===== src/rtl/nanorv32_mem_xbar.sv =====
// nanorv32_mem_xbar: code/data port to NBANKS single-port RAM interconnect.
// Define NRV32_MEM_RR_ARB_EN for per-bank round-robin conflict arbitration.
module nanorv32_mem_xbar #(
  parameter int NBANKS  = 2,
  parameter int BANK_AW = 13
) (
  input  logic                      clk,
  input  logic                      rst_n,
  input  logic [31:0]               cpu_codemem_addr,
  input  logic                      cpu_codemem_valid,
  output logic [31:0]               codemem_cpu_rdata,
  output logic                      codemem_cpu_ready,
  input  logic [31:0]               cpu_datamem_addr,
  input  logic [31:0]               cpu_datamem_wdata,
  input  logic [3:0]                cpu_datamem_bytesel,
  input  logic                      cpu_datamem_wr,
  input  logic                      cpu_datamem_valid,
  output logic [31:0]               datamem_cpu_rdata,
  output logic                      datamem_cpu_ready,
  output logic [NBANKS*BANK_AW-1:0] bank_addr,
  output logic [NBANKS*4-1:0]       bank_we,
  output logic [NBANKS*32-1:0]      bank_din,
  input  logic [NBANKS*32-1:0]      bank_dout
);

  localparam int UW = 30 - BANK_AW;
  localparam int BW = (NBANKS > 1) ? $clog2(NBANKS) : 1;

  typedef enum logic {IDLE, RESP} st_t;

  st_t               code_st, data_st;
  logic [BW-1:0]     code_lat_idx, data_lat_idx;
  logic              code_lat_oor, data_lat_oor;
  logic              data_lat_wr;

  logic [UW-1:0]      code_sel, data_sel;
  logic [BANK_AW-1:0] code_word, data_word;
  logic [BW-1:0]      code_idx, data_idx;
  logic               code_oor, data_oor;
  logic               code_req, data_req;
  logic               conflict, data_wins;
  logic               code_gnt, data_gnt;
  logic               unused_bits;

  assign code_sel  = cpu_codemem_addr[31:BANK_AW+2];
  assign data_sel  = cpu_datamem_addr[31:BANK_AW+2];
  assign code_word = cpu_codemem_addr[BANK_AW+1:2];
  assign data_word = cpu_datamem_addr[BANK_AW+1:2];
  assign code_idx  = code_sel[BW-1:0];
  assign data_idx  = data_sel[BW-1:0];
  assign code_oor  = code_sel >= UW'(NBANKS);
  assign data_oor  = data_sel >= UW'(NBANKS);

  assign unused_bits = ^{cpu_codemem_addr[1:0], cpu_datamem_addr[1:0]};

  assign code_req = cpu_codemem_valid & (code_st == IDLE) & ~code_oor;
  assign data_req = cpu_datamem_valid & (data_st == IDLE) & ~data_oor;
  assign conflict = code_req & data_req & (code_idx == data_idx);

`ifdef NRV32_MEM_RR_ARB_EN
  logic [NBANKS-1:0] rr_code;

  assign data_wins = ~rr_code[data_idx];

  // Flip the bank's turn bit each time that bank resolves a conflict
  always_ff @(posedge clk or negedge rst_n) begin
    if (!rst_n) begin
      rr_code <= '0;
    end else if (conflict) begin
      rr_code[data_idx] <= ~rr_code[data_idx];
    end
  end
`else
  assign data_wins = 1'b1;
`endif

  assign code_gnt = code_req & ~(conflict & data_wins);
  assign data_gnt = data_req & ~(conflict & ~data_wins);

  // Code port: accept a granted or out-of-range request, respond next cycle
  always_ff @(posedge clk or negedge rst_n) begin
    if (!rst_n) begin
      code_st      <= IDLE;
      code_lat_idx <= '0;
      code_lat_oor <= 1'b0;
    end else begin
      unique case (code_st)
        IDLE: begin
          if (code_gnt || (cpu_codemem_valid && code_oor)) begin
            code_st      <= RESP;
            code_lat_idx <= code_idx;
            code_lat_oor <= code_oor;
          end
        end
        RESP: code_st <= IDLE;
        default: code_st <= IDLE;
      endcase
    end
  end

  // Data port: same handshake, also remembers whether it was a write
  always_ff @(posedge clk or negedge rst_n) begin
    if (!rst_n) begin
      data_st      <= IDLE;
      data_lat_idx <= '0;
      data_lat_oor <= 1'b0;
      data_lat_wr  <= 1'b0;
    end else begin
      unique case (data_st)
        IDLE: begin
          if (data_gnt || (cpu_datamem_valid && data_oor)) begin
            data_st      <= RESP;
            data_lat_idx <= data_idx;
            data_lat_oor <= data_oor;
            data_lat_wr  <= cpu_datamem_wr;
          end
        end
        RESP: data_st <= IDLE;
        default: data_st <= IDLE;
      endcase
    end
  end

  // Route the granted port onto each bank; writes are killed while in reset
  always_comb begin
    bank_addr = '0;
    bank_we   = '0;
    bank_din  = '0;
    for (int k = 0; k < NBANKS; k++) begin
      bank_din[k*32 +: 32] = cpu_datamem_wdata;
      if (code_gnt && code_idx == BW'(k)) begin
        bank_addr[k*BANK_AW +: BANK_AW] = code_word;
      end
      if (data_gnt && data_idx == BW'(k)) begin
        bank_addr[k*BANK_AW +: BANK_AW] = data_word;
        if (cpu_datamem_wr && rst_n) begin
          bank_we[k*4 +: 4] = cpu_datamem_bytesel;
        end
      end
    end
  end

  assign codemem_cpu_ready = (code_st == RESP);
  assign datamem_cpu_ready = (data_st == RESP);

  assign codemem_cpu_rdata =
    (code_st == RESP && !code_lat_oor) ?
    bank_dout[int'(code_lat_idx)*32 +: 32] : '0;

  assign datamem_cpu_rdata =
    (data_st == RESP && !data_lat_oor && !data_lat_wr) ?
    bank_dout[int'(data_lat_idx)*32 +: 32] : '0;

endmodule


===== config.mk =====
export PLATFORM = sky130hd
export DESIGN_NAME = nanorv32_mem_xbar
export DESIGN_NICKNAME = d
export VERILOG_FILES = /design/src/rtl/nanorv32_mem_xbar.sv
export SDC_FILE = /design/constraint.sdc
export NUM_CORES = 1
export LEC_CHECK = 0
export ABC_AREA = 0
export CORE_AREA = 5 5 127 129
export CTS_CLUSTER_SIZE = 24
export DETAILED_ROUTE_END_ITERATION = 8
export DIE_AREA = 0 0 132 134
export PLACE_DENSITY = 0.61
export SLEW_MARGIN = 20
export SYNTH_ARGS = -nofsm -noshare
export SYNTH_HDL_FRONTEND = slang
export SYNTH_SLANG_ARGS = --single-unit

===== constraint.sdc =====
create_clock -name clk -period 2 [get_ports clk]
set_input_delay 0.3 -clock clk [delete_from_list [all_inputs] [get_ports clk]]
set_output_delay 0.3 -clock clk [all_outputs]
set_load 0.05 [all_outputs]

Yosys cells after proc, flatten, opt, wreduce, memory -nomap -nowiden
Cells that the tools add are included.
{ "totals": {"out_inout_bits": 164, "in_bits": 169, "reg_bits": 7, "word_cells": 56} }
{ "op_classes": {"muxes": 13, "eq_ne": 1, "order_cmp": 2, "n_shift": 2, "bitwise": 14, "reduce_logical": 17} }
{ "ops": {"columns": ["op", "n"], "rows": [
  ["$shiftx 64x7->32", 2],
  ["$mux 32", 2],
  ["$mux 13", 4],
  ["$ge 17x2->1 const B", 2],
  ["$mux 4", 3],
  ["$logic_and 1x1->1", 10],
  ["$and 1x1->1", 7],
  ["$not 1->1", 7],
  ["$pmux 1 s2", 2],
  ["$reduce_and 2->1", 2],
  ["$logic_not 1->1", 3],
  ["$logic_or 1x1->1", 2],
  ["$mux 1", 2],
  ["$eq 1x1->1", 1]
]} }

Longest topological paths before layout
{ "depth": {"depth_word": 10, "ltp_mapped": 7, "ltp_nobuf": 4} }

Least setup slack after synthesis
No wires, ideal clock.
{ "synth_path": {"path_type": "reg2out", "start": "register data_st (netlist: datamem_cpu_ready)", "end": "output port bank_addr[16]", "stages_incl_launch_ff": 8, "arrival_ns": 2.224, "path_slack_ns": -0.524, "cell_sequence": "dfrtp_1 nor2b_1 buf_2 and3_1 buf_6 and3_2 buf_6 o2bb2ai_1"} }
{ "synth_between": {"elab_chain_len": 10, "word_cells_on_any_way": 11, "classes_between": "mux (2); bitwise (7); reduce/logical (2)"} }
{ "synth_rtl": {"columns": ["element", "line_no", "text"], "rows": [
  ["start: declaration", "31", "st_t code_st, data_st;"],
  ["start signal: assignment", "104", "data_st <= IDLE;"],
  ["start signal: assignment", "112", "data_st <= RESP;"],
  ["start signal: assignment", "118", "RESP: data_st <= IDLE;"],
  ["$not 1->1 *", null, null],
  ["$and 1x1->1 * (2 in series)", "57", "assign data_req = cpu_datamem_valid & (data_st == IDLE) & ~data_oor;"],
  ["$and 1x1->1 (2 in series)", "58", "assign conflict = code_req & data_req & (code_idx == data_idx);"],
  ["$not 1->1", "77", "assign code_gnt = code_req & ~(conflict & data_wins);"],
  ["$and 1x1->1", "77", null],
  ["$logic_and 1x1->1", "131", "if (code_gnt && code_idx == BW'(k)) begin"],
  ["$mux 13", "131", null],
  ["$mux 13 *", "134", "if (data_gnt && data_idx == BW'(k)) begin"],
  ["end: declaration", "20", "output logic [NBANKS*BANK_AW-1:0] bank_addr,"]
]} }
Mark *: on every way between the ends. The rest lies on a longest branch, timed or not.

Worst setup path after layout
{ "layout_path": {"start": "register data_st (netlist: datamem_cpu_ready)", "end": "output port bank_addr[24]"} }
The elaborated chain is that of the path after synthesis.

==> results_dict.tcl <==
set metrics [dict create \
    rsz0062_at_grt "yes" \
    initialDrtViolationCount 131 \
    grt_pass1_wl_um 19600 \
    fin_ws_ps -13.0 \
    clk_pin_slew_worst_paths_ps 30 \
    multi_input_area_mm2 0.00208 \
    grt_max_degree 33 \
    synth_enable_flop_cells 0 \
    syn_inst 336 \
    num_io_pins 333 \
    row_count 45 \
    relSlewSlack_pct 65.2 \
    antenna_found_initial 0 \
    clock_skew_ps 1.02 \
    maxCapViolations 0 \
    worstPathArrival_ps 1710 \
    grt_use_total_pct 13.3 \
    cts.path.max_buffers 2 \
    initial_core_util_pct 16.6 \
    synth_cell_type_count 35 \
    ys.flop_type "dfrtp_1" \
    worstSetupPathType "flop to output pin" \
    clk_latency_ps 230 \
    status "complete, but fails checks" \
    final_antenna_net_count 0 \
    routed_wl_um 12600 \
    clock-sinks 7 \
    end_kind "output pin" \
    syn-cell-area_mm2 0.00248 \
    fmax_ghz 0.497 \
    overflow 0 \
    finalNonFillerCells 702 \
    grt_pass1_vias 3604 \
    seqPwrFrac_pct 12.2 \
    ctsHoldBuffers 0 \
    yosysMostFrequentCell "nor2_1" \
    via_per_inst 4.61 \
    startpoint_type "flop" \
    wl_per_cell_um 17.9 \
    crit_required_ps 1700 \
    synth_top_area_cell "mux2i_1" \
    tritoncts "built" \
    diodes 0 \
    areaGrowthSynthToFinish_pct 152 \
    ys_ff_latch 7 \
    synthTopCellsByArea "mux2i_1 26%, buf_4 20%, nor2_1 11%" \
    nFillCells 1407 \
    layout-drive-gt1-share_pct 42.6 \
    power_density_mw_per_mm2 241 \
    seq_area_frac_synth_pct 7.06 \
    drtPass1Iterations 4 \
    cts_buffers 3 \
    synth_top_area_share_pct 25.8 \
    min_period_over_period_pct 101 \
    hpwlAfterDp_um 10000 \
    fp.dieW_um 132 \
    violations "setup timing" \
    slew_viol_final 0 \
    synth_nets 505 \
    dp.cells 685 \
    cp_max_fo 7 \
    avgSynthCellArea_um2 7.39 \
    clockRootBuffer "clkbuf_16" \
    die_area_mm2 0.0177 \
    finalHoldViolCount 0 \
    power_frac_comb_pct 65.7 \
    p_int_uw 951 \
    htree_num_levels 1 \
    die_h_um 134 \
    min_path_type "input pin to flop" \
    switching_share_pct 36.8 \
    power.leakage_nw 2.66 \
    power_frac_clock_pct 22.0 \
    yosys-top-cells-count "76 x nor2_1, 66 x buf_4, 64 x mux2i_1, 14 x and3_1, 14 x nand4_1" \
    vdd_drop_max_mv 0.234 \
    period_needed_ps 2010 \
    core_area_mm2 0.0149 \
    gp_congestion 0.798 \
    regArea_um2 179 \
    fin_nets 684 \
    vias 3235 \
    route.detailed.drc 0 \
    place.port_buffers 232 \
    synth-async-reset-ratio_pct 100 \
    worst_slew_pin_slew_ps 520 \
    finalSetupViolCount 7 \
    yosysWarnings 0 \
    whs_ps 478 \
    p_sw_uw 554 \
]
==> state kept, by name, indices dropped and copies added (netlist names) <==
name	flops
datamem_cpu_ready	1
codemem_cpu_ready	1
data_lat_oor	1
code_lat_idx	1
data_lat_wr	1
code_lat_oor	1
data_lat_idx	1
==> cell families after synthesis <==
logic type             count (synthesis)  synth area share [%]
buffers and inverters                 96                  26.8
AND/OR/NAND/NOR                      135                  27.5
flip-flops                             7                  7.06
XOR/XNOR                               1                 0.353
multiplexers                          66                  26.7
AO/OA/AOI/OAI                         31                  11.6
==> worst max-delay path, stage by stage, from the launching register on <==
cell	delay (ps)
dfrtp_2	410
nor2b_4	120
and3_4	240
and3_4	250
buf_12	160
o2bb2ai_4	130
buf_12	150
==> final timing paths <==
kind	startpoint	endpoint	slack (ps)	depth (start not counted)
min in group asynchronous	rst_n	data_lat_wr	490	2
setup reg to reg	codemem_cpu_ready	code_lat_idx	780	3
hold / removal	cpu_datamem_addr[23]	data_lat_oor	480	5
setup / recovery	datamem_cpu_ready	bank_addr[24]	-10	6
max in group asynchronous	rst_n	code_lat_idx	1380	2
hold reg to reg	data_lat_oor	data_lat_oor	500	2
==> final cells by class <==
class	instances	share of cell area (%)
clock buffers	4	1.26
multi-input cells	233	33.4
inverters	2	0.180
well taps	188	3.77
flip-flops and latches	7	2.87
repair buffers	268	58.6
==> stage by stage <==
stage	power, mW	setup WS, ps	setup TNS (ps)	instance area, µm²	util, %
global route	1.58	-79.7	-1600	6240	41.9
floorplan	0.959	-51.3	-1640	2760	-
finish	1.51	-13.0	-64.8	6240	41.9
CTS	1.51	-90.4	-1210	6250	41.9
global placement	1.15	-431	-12720	5880	39.4
detailed placement	1.17	-421	-12630	5880	39.4
==> what timing repair did <==
action	in CTS	in global routing
endpoints found under the hold margin	0	0
cloned	3	1
pin swaps	20	14
setup buffers	11	1
setup endpoints to repair	36	34
gates resized for setup	123	16
==> cells in the final DEF, fill, tap and decap left out, drive strengths merged <==
master           n
nor2b            3
clkdlybuf4s15    8
and3            16
and2             1
buf            151
o22ai            1
xnor2            1
mux2i           64
and4             1
dlygate4sd2      4
nor3             1
nor2            76
nand3            8
dlymetal6s2s     1
mux2             2
or3              1
nand2b           1
nand4           14
nand2            5
clkdlybuf4s50   98
inv              1
dfrtp            7
o311a            1
a31oi            2
clkbuf          10
a32o            13
o2bb2ai         13
a311o            1
nor4             8
clkinvlp         1
==> per-layer routing <==
layer	vias to the layer above	track usage (%)	part of all wire [%]
met1	1517	14.8	38
li1	1494	-	-
met2	201	24.1	52
met5	-	0	0
met4	0	4.29	2.1
met3	23	4.05	8.4
==> power by group through the flow <==
stage / clock network (mW) / logic (mW) / registers (mW)
6_report: 0.332 / 0.990 / 0.184
4_1_cts: 0.335 / 0.990 / 0.185
3_5_place_dp: 0 / 0.982 / 0.186
3_3_place_gp: 0 / 0.964 / 0.184
5_1_grt: 0.348 / 1.04 / 0.188
2_1_floorplan: 0 / 0.786 / 0.173
Power figures use the tool's default switching activity.
